`src/rtl/core_pkg.sv`:
```
// core_pkg: shared divider-writeback state encoding and default widths.
package core_pkg;
    localparam int DWB_REG_AW = 5;
    localparam int DWB_XLEN   = 32;
    typedef enum logic [1:0] {
        DWB_IDLE = 2'd0,
        DWB_BUSY = 2'd1,
        DWB_PEND = 2'd2
    } dwb_state_e;
endpackage

```
`src/rtl/div_writeback_ctrl.sv`:
```
// div_writeback_ctrl: launches divides, tracks the in-flight rd for hazards,
// and merges the divider result into the shared register-file write port.
module div_writeback_ctrl
    import core_pkg::*;
#(
    parameter int REG_AW = DWB_REG_AW,
    parameter int XLEN   = DWB_XLEN
) (
    input  logic              clk_i,
    input  logic              rstn_i,
    input  logic              issue_valid_i,
    input  logic              issue_div_i,
    input  logic [REG_AW-1:0] issue_rd_i,
    input  logic [REG_AW-1:0] issue_rs1_i,
    input  logic [REG_AW-1:0] issue_rs2_i,
    input  logic              flush_i,
    output logic              div_start_o,
    input  logic              div_valid_i,
    input  logic [XLEN-1:0]   div_value_i,
    input  logic              pipe_wb_valid_i,
    input  logic [REG_AW-1:0] pipe_wb_rd_i,
    input  logic [XLEN-1:0]   pipe_wb_value_i,
    output logic              rf_we_o,
    output logic [REG_AW-1:0] rf_waddr_o,
    output logic [XLEN-1:0]   rf_wdata_o,
    output logic              stall_o
);
    dwb_state_e        state_q, state_d;
    logic [REG_AW-1:0] rd_q, rd_d;
    logic              kill_q, kill_d;
    logic [XLEN-1:0]   res_q, res_d;
    logic              launch, pend_wr, tracking, hazard;

    assign launch   = issue_valid_i & issue_div_i & ~flush_i;
    assign pend_wr  = (state_q == DWB_PEND) & ~flush_i & ~pipe_wb_valid_i;
    assign tracking = (state_q == DWB_BUSY) | (state_q == DWB_PEND);
    assign hazard   = (rd_q != '0) & ((rd_q == issue_rs1_i) | (rd_q == issue_rs2_i) | (rd_q == issue_rd_i));

    always_ff @(posedge clk_i or negedge rstn_i) begin
        if (!rstn_i) begin
            state_q <= DWB_IDLE;
            rd_q    <= '0;
            kill_q  <= 1'b0;
            res_q   <= '0;
        end else begin
            state_q <= state_d;
            rd_q    <= rd_d;
            kill_q  <= kill_d;
            res_q   <= res_d;
        end
    end

    always_comb begin
        state_d = state_q;
        rd_d    = rd_q;
        kill_d  = kill_q;
        res_d   = res_q;
        case (state_q)
            DWB_IDLE: if (launch) begin
                state_d = DWB_BUSY;
                rd_d    = issue_rd_i;
                kill_d  = 1'b0;
            end
            DWB_BUSY: if (div_valid_i) begin
                res_d   = div_value_i;
                state_d = (kill_q | flush_i | rd_q == '0) ? DWB_IDLE : DWB_PEND;
            end else if (flush_i) begin
                kill_d = 1'b1;
            end
            DWB_PEND: state_d = (flush_i | ~pipe_wb_valid_i) ? DWB_IDLE : DWB_PEND;
            default:  state_d = DWB_IDLE;
        endcase
    end

    // Main-pipeline writeback always owns the port; the buffered result waits.
    always_comb begin
        div_start_o = (state_q == DWB_IDLE) & launch;
        stall_o     = issue_valid_i & ~flush_i & tracking & (issue_div_i | hazard);
        rf_we_o     = pipe_wb_valid_i | pend_wr;
        rf_waddr_o  = pipe_wb_valid_i ? pipe_wb_rd_i : pend_wr ? rd_q : '0;
        rf_wdata_o  = pipe_wb_valid_i ? pipe_wb_value_i : pend_wr ? res_q : '0;
    end
endmodule

```
`config.mk`:
```
export PLATFORM = sky130hd
export DESIGN_NAME = div_writeback_ctrl
export DESIGN_NICKNAME = d
export VERILOG_FILES = /design/src/rtl/core_pkg.sv /design/src/rtl/div_writeback_ctrl.sv
export SDC_FILE = /design/constraint.sdc
export NUM_CORES = 1
export LEC_CHECK = 0
export ABC_AREA = 1
export BUFFER_PORTS_ARGS = -buffer_cell sky130_fd_sc_hd__buf_2
export CAP_MARGIN = 40
export CORE_MARGIN = 1.5
export CORE_UTILIZATION = 48
export DETAILED_ROUTE_END_ITERATION = 8
export HOLD_SLACK_MARGIN = 0.15
export PLACE_DENSITY = 0.86
export SKIP_LAST_GASP = 1
export SYNTH_ARGS = -nofsm -noshare
export SYNTH_HDL_FRONTEND = slang
export SYNTH_SLANG_ARGS = --single-unit
```
`constraint.sdc`:
```
create_clock -name clk_i -period 4.1 [get_ports clk_i]
set_clock_uncertainty 0.15 [all_clocks]
set_input_delay 0.205 -clock clk_i [delete_from_list [all_inputs] [get_ports clk_i]]
set_output_delay 0.205 -clock clk_i [all_outputs]
set_load 0.1 [all_outputs]
```
==> impl_metrics.toml, run 1 <==
[power]
clockPowerShare_pct = 14.8
net-switching-power_uw = 828
total_power_per_unit_cell_area_nw_per_um2 = 519
comb_power_share_pct = 48.8
swShare_pct = 45.9
pwr-share-seq_pct = 36.4
vdd.ir_drop.worst_uv = 313
internal-power_uw = 975
power_leakage_nw = 2.00

[worst_setup_path]
worst_r2r_endpoint = "rd_q[3]"
setup.worst_path.end_class = "primary output"
start_kind = "flip-flop"
critical_path_class = "flip-flop to primary output"
timing.reg2reg.worst_path_depth = 5
critPathTopFamily = "buffers and inverters"
crit_required_ns = 3.74
worst-r2r-setup-slack_ns = 2.29
cp.buffers_inverters = 2
critical_path.cell_chain = "inv_1 -> ha_1 -> nand3_2 -> o21ai_0 -> buf_2"
worst-endpoint-arrival_ns = 2.45
reg2reg_from = "state_q[0]"
critical_path.max_stage_delay_ns = 0.52
worst-path-max-fanout = 37
critical_path.slowest_cell = "nand3_2"

[routing]
vias = 2657
detailed_route_drc_error_count = 0
drt_iter0_drc = 142
routed_wl_um = 6710
drtPass1Iterations = 4
routed_wire_length_per_instance_um = 12.2
antenna_violating_nets_post_route = 0
via_per_inst = 4.84

[clocking]
insertion_delay_ns = 0.28
post_cts_hold_buffer_count = 39
numCtsBuffers = 5
ctsHtreeMaxLevel = 2
postcts_resize_cnt = 0
cts_num_sinks = 40
cts.path.max_buffers = 2
cts.reportedPaths.clkPinSlew_ns = 0.08
clock_tree.root_cell = "clkbuf_8"
clock_tree_from_tritoncts = "built"
postCtsSetupBuffers = 0

[global_routing]
gr-usage-all-layers_pct = 26.8
grt.overflow.total = 0
vias_in_the_first_global_route = 2574
antenna_found_initial = 0
grt_pass1_wl_um = 11000
maximum_number_of_pins_on_one_net_before_global_route_repair = 51

[timing]
setup_repair_after_global_routing_missed_its_margin = "no"
setup_total_negative_slack_ns = 0
final_min_period_over_clock_period_pct = 68.5
timing.max_slew.rel_slack_pct = 52.2
hold_viol = 0
worst_pin_slew_ns = 0.714
report.final.slew_viol_count = 0
period_needed_ns = 2.81
max_freq_mhz = 356
setup_violations = 0

[run_status]
status = "completed"

[final_layout]
area.growth.synth_to_final_pct = 51.1
leading_cell_type_in_the_layout_fill_and_taps_excluded = "buf_2"
layout.filler_cells = 358
post_route_cells_drive_above_1_share_pct = 30.0
ff_latch_area_sq_um = 1000
mostFrequentLayoutCells = "130 x buf_2, 81 x nand2_1, 47 x inv_1"
nets_finish = 591
final_area_sq_um = 3470
multiInputGateArea_sq_um = 1030
antennaDiodeCount = 0

[floorplan]
fp.dieH_um = 72.2
die-area_sq_um = 5210
ioPinCount = 131
initial_core_util_pct = 51.4
die_w_um = 72.2
placementRows = 24
core_region_area_sq_um = 4470

[logic_synthesis]
synth.distinct_cells = 21
syn_area_cell_sq_um = 6.90
synth-seq-cells = 40
synth_nets = 428
post_synth_instance_area_sq_um = 2300
post_synthesis_cells = 333
synth-async-reset-ratio_pct = 100
synth.yosys.seq_area_share_pct = 43.5
synth-edff-count = 0
ys_dominant_reg_cell = "dfrtp_1"
yosysWarnings = 0

[hold_path]
timing.hold.worst_path_depth = 3
min-delay-path-class = "primary input to flip-flop"
min-delay-start = "div_valid_i"
timing.hold.worst_endpoint = "state_q[1]"

[flow_run]
maxcap_violations = 0

[placement]
gp_congestion = 0.889
dpl_cell_area_sq_um = 2990
dp.final_hpwl_um = 4380
buffer_ports.inserted = 130
per-stage QoR:
stage          hold slack [ns]  setup slack, ns  std cells  total power, mW  util [%]
2_1_floorplan           -0.241            0.655        333             1.31         -
3_3_place_gp             0.219             1.80        500             1.46      65.9
3_5_place_dp            -0.134             1.70        502             1.51      66.8
4_1_cts                  0.159             1.41        549             1.81      77.6
5_1_grt                  0.229             1.08        549             1.95      77.6
6_report                 0.175             1.29        549             1.80      77.6
state kept, by name, indices dropped and copies added, names as in the netlist:
name	cells
res_q	32
rd_q	5
state_q	2
kill_q	1
synthesized netlist by cell type, drive strengths merged (3+ instances only):
| library cell | count | area share [%] |
|---|---|---|
| inv | 54 | 8.8 |
| clkbuf | 6 | 0.98 |
| xnor2 | 3 | 1.1 |
| o21ai | 46 | 10 |
| nand3 | 8 | 2.0 |
| a21oi | 33 | 7.3 |
| dfrtp | 40 | 44 |
| nor2 | 42 | 6.9 |
| buf | 9 | 2.0 |
| nand2 | 82 | 13 |
| ha | 4 | 2.2 |
power groups by stage:
stage / Sequential [mW] / Clock [mW] / Combinational (mW)
3_5_place_dp: 0.665 / 0 / 0.846
6_report: 0.657 / 0.267 / 0.879
2_1_floorplan: 0.642 / 0 / 0.665
3_3_place_gp: 0.654 / 0 / 0.806
5_1_grt: 0.678 / 0.288 / 0.980
4_1_cts: 0.657 / 0.275 / 0.878
final cells by class:
class / count / area share, %
clock buffer: 7 / 2.49
clock inverter: 1 / 0.216
inverter: 55 / 5.94
multi-input combinational: 223 / 29.5
sequential: 40 / 28.8
tap: 52 / 1.87
timing repair buffer: 171 / 31.1
kinds of logic (layout without fill, tap and decap cells):
family	count (synthesis)	in the layout	share of synthesized area, %
AO/OA/AOI/OAI	81	81	18.1
XOR/XNOR	4	4	1.52
adder cells (fa/ha/maj)	4	4	2.18
buffers and inverters	70	234	11.9
flip-flops	40	40	43.5
AND/OR/NAND/NOR	134	134	22.8
worst register-to-register path: cells and delay by family (launching register included):
| family | cells | cell delay [ns] |
|---|---|---|
| adders and majority gates | 1 | 0.23 |
| AOI/OAI and AO/OA | 1 | 0.16 |
| and+or+nand+nor | 1 | 0.56 |
| buffers and inverters | 2 | 0.15 |
| DFF | 1 | 0.40 |
routing by layer:
metal | routed length, um | global-route usage [%]
met1 | 2620 | 31.3
met2 | 3590 | 49.3
met3 | 237 | 2.08
met4 | 268 | 13.8
met5 | 0 | 0
how the worst max path moves through the flow:
| stage | from | cells past startpoint | slack, ns | endpoint |
|---|---|---|---|---|
| finish | state_q[0] | 5 | 1.29 | rf_wdata_o[29] |
| global route | state_q[0] | 5 | 1.08 | rf_wdata_o[24] |
| CTS | state_q[0] | 5 | 1.41 | rf_wdata_o[11] |
| detailed placement | pipe_wb_valid_i | 5 | 1.70 | rf_wdata_o[11] |
| global placement | pipe_wb_valid_i | 5 | 1.80 | rf_waddr_o[3] |
| floorplan | state_q[0] | 5 | 0.65 | rf_waddr_o[3] |
No activity file was read; power rests on OpenSTA's default activity.
==> run 2, diff against run 1 <==
- CORE_UTILIZATION: 48 -> 44
- PLACE_DENSITY: 0.86 -> 0.8
- clock period: 4.1 -> 2.9 ns (I/O delays scaled with it)
==> impl_metrics.toml, run 2 (synthesis gave the netlist of run 1 again) <==
[worst_setup_path]
critical_path.slowest_cell = "buf_2"
critPathTopFamily = "buffers and inverters"
critical_path.max_stage_delay_ns = 0.47
timing.critical_path.depth = 6
timing.reg2reg.worst_path_depth = 7
crit_required_ns = 2.61
start_kind = "flip-flop"
critical_path.cell_chain = "inv_1 -> ha_1 -> nand3_2 -> buf_4 -> o21ai_0 -> buf_2"
worst-r2r-setup-slack_ns = 0.85
setup.worst_path.end_class = "primary output"
worst-endpoint-arrival_ns = 2.29
cp.buffers_inverters = 3
critical_path_class = "flip-flop to primary output"
worst-path-max-fanout = 19

[flow_run]
maxcap_violations = 0

[routing]
drtPass1Iterations = 4
drt_iter0_drc = 106
antenna_violating_nets_post_route = 0
routed_wire_length_per_instance_um = 11.6
routed_wl_um = 6630
vias = 2699
detailed_route_drc_error_count = 0
via_per_inst = 4.72

[final_layout]
flip_flop_count_of_the_largest_register_all_copies_and_words_added = 32
multiInputGateArea_sq_um = 1030
leading_cell_type_in_the_layout_fill_and_taps_excluded = "buf_2"
nets_finish = 596
mostFrequentLayoutCells = "130 x buf_2, 81 x nand2_1, 47 x inv_1"
area.growth.synth_to_final_pct = 54.9
ff_latch_area_sq_um = 1000
post_route_cells_drive_above_1_share_pct = 30.5
layout.filler_cells = 442
layout.cells.non_filler = 572
max_flop_register = "res_q"
final_area_sq_um = 3560
antennaDiodeCount = 0
reg.largest.list = "res_q (32), rd_q (5), state_q (2)"

[power]
clockPowerShare_pct = 17.6
net-switching-power_mw = 1.20
comb_power_share_pct = 47.3
internal-power_mw = 1.46
vdd.ir_drop.worst_uv = 445
pwr-share-seq_pct = 35.1
total_power_per_unit_cell_area_nw_per_um2 = 745
swShare_pct = 45.1
power_leakage_nw = 2.03

[clocking]
ctsHtreeMaxLevel = 2
cts.reportedPaths.clkPinSlew_ns = 0.08
numCtsBuffers = 5
clock_tree.root_cell = "clkbuf_8"
cts_num_sinks = 40
insertion_delay_ns = 0.30
clock_tree_from_tritoncts = "built"
cts.path.max_buffers = 2

[floorplan]
fp.dieH_um = 75.3
placementRows = 26
die-area_sq_um = 5670
core_region_area_sq_um = 5070
initial_core_util_pct = 45.3
die_w_um = 75.3
ioPinCount = 131

[timing]
period_needed_ns = 2.59
setup_total_negative_slack_ns = 0
timing.max_slew.rel_slack_pct = 59.0
hold_viol = 0
report.final.slew_viol_count = 0
setup_repair_after_global_routing_missed_its_margin = "no"
max_freq_mhz = 387
fin_ws_ns = 0.314
final_min_period_over_clock_period_pct = 89.2
worst_pin_slew_ns = 0.612
setup_violations = 0

[run_status]
status = "completed"

[placement]
buffer_ports.inserted = 130
dp.final_hpwl_um = 4300
dpl_cell_area_sq_um = 3030
dpl_ws_ns = 0.728
placed_cells_incl_taps = 523
gp_congestion = 0.840

[hold_path]
timing.hold.worst_path_depth = 5
min-delay-path-class = "primary input to flip-flop"

[global_routing]
antenna_found_initial = 0
grt_pass1_wl_um = 10200
gr-usage-all-layers_pct = 23.6
vias_in_the_first_global_route = 2537
grt.overflow.total = 0
maximum_number_of_pins_on_one_net_before_global_route_repair = 38
==> run 2: final timing paths <==
check                                   start            end
worst min-delay path            issue_valid_i         kill_q
max in group asynchronous              rstn_i       res_q[7]
worst max register to register     state_q[1]     state_q[1]
worst max-delay path               state_q[0]  rf_wdata_o[8]
min in group asynchronous              rstn_i       res_q[3]
worst min register to register         kill_q         kill_q
==> run 2: cell type report <==
class	count	share of cell area (%)
Tap cell	70	2.46
Clock inverter	3	1.30
Clock buffer	5	1.93
Inverter	55	5.80
Multi-Input combinational cell	223	28.8
Timing Repair Buffer	176	31.6
Sequential cell	40	28.1
==> run 2: power groups by stage <==
stage,combinational [mW],clock [mW],sequential (mW)
2_1_floorplan,0.941,0,0.908
3_3_place_gp,1.16,0,0.923
3_5_place_dp,1.20,0,0.938
4_1_cts,1.25,0.477,0.929
5_1_grt,1.39,0.500,0.956
6_report,1.26,0.467,0.930
==> run 2: per-stage QoR <==
stage / util, % / hold WS (ns) / total power [mW]
after floorplan: - / -0.301 / 1.85
after global placement: 59.4 / 0.160 / 2.09
after detailed placement: 59.8 / -0.186 / 2.14
after CTS: 70.1 / 0.178 / 2.66
after global routing: 70.1 / 0.266 / 2.85
final: 70.1 / 0.191 / 2.65
==> run 2: what timing repair did <==
item,in CTS,in global routing
gates resized for setup,0,0
hold buffers,41,0
endpoints found under the hold margin,79,0
setup buffers,0,0
==> run 2: per-layer routing <==
layer,GRT usage (%),wire (um)
met1,24.1,2620
met2,46.9,3620
met3,4.02,272
met4,9.72,119
met5,0,0
==> run 2: worst min-delay path: cells and delay by family <==
kind                   cells  cell delay [ns]
AO/OA/AOI/OAI              2             0.18
AND/OR/NAND/NOR            2             0.16
buffers and inverters      1             0.11
==> run 3, diff against run 2 <==
- ABC_AREA: 1 -> default
- CORE_UTILIZATION: 44 -> 45
- PLACE_DENSITY: 0.8 -> 0.81
==> impl_metrics.toml, run 3 <==
[clocking]
postCtsSetupBuffers = 0
numCtsBuffers = 5
clock_tree_from_tritoncts = "built"
cts.reportedPaths.clkPinSlew_ns = 0.07
clock_tree.root_cell = "clkbuf_8"
ctsHtreeMaxLevel = 2
cts.path.max_buffers = 2
insertion_delay_ns = 0.28
cts_num_sinks = 40

[logic_synthesis]
synth-async-reset-ratio_pct = 100
synth.yosys.seq_area_share_pct = 42.3
synth-edff-count = 0
post_synthesis_cells = 183
synth-xor-area-share_pct = 5.55
synth_nets = 278
synthSimpleGateAreaFrac_pct = 4.71
most_used_standard_cells_in_the_synthesized_netlist = "40 x dfrtp_1, 36 x a22o_1, 30 x mux2_4"
synth_top_cell_area_share_pct = 42.3
synth-seq-cells = 40
ys_dominant_reg_cell = "dfrtp_1"
synth_most_common_cell = "dfrtp_1"
area_leader_netlist = "dfrtp_1"
post_synth_instance_area_sq_um = 2370
compound_cell_area_share_of_the_yosys_netlist_pct = 16.7
yosys-top-cells-area = "dfrtp_1 42%, mux2_4 19%, a22o_1 13%"
syn_area_cell_sq_um = 12.9
synthAdderAreaFrac_pct = 2.12
yosysWarnings = 0
main_combinational_cell_family_by_area_after_synthesis = "multiplexers"
synth.distinct_cells = 31
synth.mux.area_fraction_pct = 22.4

[power]
vdd.ir_drop.worst_uv = 451
total_power_mw = 2.65
power_leakage_nw = 1.84
total_power_per_unit_cell_area_nw_per_um2 = 761

[floorplan]
ioPinCount = 131
fp.dieH_um = 75.5
initial_core_util_pct = 46.6
die-area_sq_um = 5700
core_region_area_sq_um = 5070
placementRows = 26
die_w_um = 75.5

[worst_setup_path]
crit_required_ns = 2.61
setup.worst_path.end_class = "primary output"
worst-r2r-setup-slack_ns = 0.78
worst-path-max-fanout = 37
critical_path_class = "flip-flop to primary output"
worst_r2r_endpoint = "res_q[7]"
start_kind = "flip-flop"
reg2reg_from = "state_q[1]"
timing.reg2reg.worst_path_depth = 5
worst-endpoint-arrival_ns = 2.18

[final_layout]
max_flop_register = "res_q"
multiInputGateArea_sq_um = 1220
layout.cells.non_filler = 419
reg.largest.list = "res_q (32), rd_q (5), state_q (2)"
mostFrequentLayoutCells = "130 x buf_2, 40 x dlygate4sd3_1, 40 x dfrtp_1"
area.growth.synth_to_final_pct = 47.2
post_route_cells_drive_above_1_share_pct = 52.4
leading_cell_type_in_the_layout_fill_and_taps_excluded = "buf_2"
layout.filler_cells = 399
flip_flop_count_of_the_largest_register_all_copies_and_words_added = 32
antennaDiodeCount = 0
nets_finish = 443
ff_latch_area_sq_um = 1000

[global_routing]
grt.overflow.total = 0
gr-usage-all-layers_pct = 20.7
maximum_number_of_pins_on_one_net_before_global_route_repair = 41
grt_pass1_wl_um = 8940
antenna_found_initial = 0
vias_in_the_first_global_route = 2009

[placement]
buffer_ports.inserted = 130
dp.final_hpwl_um = 3970
placed_cells_incl_taps = 371
gp_congestion = 0.772

[routing]
drt_iter0_drc = 93
vias = 2072
detailed_route_drc_error_count = 0
via_per_inst = 4.95
antenna_violating_nets_post_route = 0
drtPass1Iterations = 4
routed_wire_length_per_instance_um = 14.5
routed_wl_um = 6080

[timing]
max_freq_mhz = 404
period_needed_ns = 2.47
setup_total_negative_slack_ns = 0
timing.max_slew.rel_slack_pct = 43.0
fin_worst_hold_slack_ns = 0.173
setup_repair_after_global_routing_missed_its_margin = "no"
final_min_period_over_clock_period_pct = 85.3
setup_violations = 0
worst_pin_slew_ns = 0.855
report.final.slew_viol_count = 0
hold_viol = 0

[run_status]
status = "completed"

[hold_path]
min-delay-start = "issue_valid_i"
min-delay-path-class = "primary input to flip-flop"
timing.hold.worst_endpoint = "state_q[0]"
timing.hold.worst_path_depth = 4

[flow_run]
maxcap_violations = 0
## run 3: cell types whose count changed in the layout (fill, tap and decap cells not counted), sizes merged, moves of 3 or more
cell	previous run	this run
o21ai	46	1
a21oi	33	4
nand2	82	4
nor2	42	7
xor2	1	13
nand3	8	0
a22o	0	37
inv	55	5
nor3	1	4
mux2	0	37
## run 3: metrics by stage
| stage | utilization, % | worst slack [ns] | instance area, sq um |
|---|---|---|---|
| 5_1_grt | 68.6 | 0.304 | 3480 |
| 3_5_place_dp | 59.1 | 0.741 | 3000 |
| 4_1_cts | 68.6 | 0.428 | 3480 |
| 3_3_place_gp | 59.1 | 0.812 | 3000 |
| 6_report | 68.6 | 0.426 | 3480 |
| 2_1_floorplan | - | 0.236 | 2370 |
## run 3: metal layers
metal / wire length [um] / vias to the layer above / global-route usage (%) / part of all wire, %
li1: - / 998 / - / -
met5: 0 / - / 0 / 0
met2: 3310 / 71 / 38.1 / 55
met1: 2370 / 993 / 23.7 / 39
met3: 313 / 10 / 5.42 / 5.2
met4: 77 / 0 / 5.75 / 1.3
## run 3: worst max path at each step
stage | start | endpoint | slack, ns
floorplan | rd_q[3] | stall_o | 0.24
global placement | state_q[0] | rf_wdata_o[30] | 0.81
detailed placement | state_q[0] | rf_wdata_o[30] | 0.74
CTS | state_q[0] | rf_wdata_o[30] | 0.43
global route | state_q[0] | rf_wdata_o[23] | 0.30
finish | state_q[0] | rf_wdata_o[11] | 0.43
## run 3: logic make-up after synthesis
family,count (synthesis)
AO/OA/AOI/OAI,48
XOR/XNOR,15
adder cells (fa/ha/maj),4
buffers and inverters,20
flip-flops,40
multiplexers,37
AND/OR/NAND/NOR,19
## run 3: critical path: stages, from the launching register on
cell	delay, ns
dfrtp_1	0.41
inv_1	0.11
ha_1	0.21
nand2_2	0.09
nor2_4	0.07
buf_4	0.37
a22o_1	0.20
buf_2	0.43
## run 3: repair_timing
action,4_1_cts,5_1_grt
resized for setup,0,0
hold buffers,40,0
hold endpoints to repair,80,0
## run 3: area by class of cell
type | instances | share of cell area, %
clock inverter | 1 | 0.251
sequential | 40 | 28.7
multi-input combinational | 123 | 34.9
clock buffer | 7 | 2.19
timing repair buffer | 173 | 30.8
tap | 70 | 2.51
inverter | 5 | 0.539
## run 3: report_power, final
part	total [mW]	internal, mW	switching (mW)
clock network	0.356	0.172	0.184
logic	1.22	0.607	0.618
registers	1.07	0.832	0.238
total	2.65	1.61	1.04
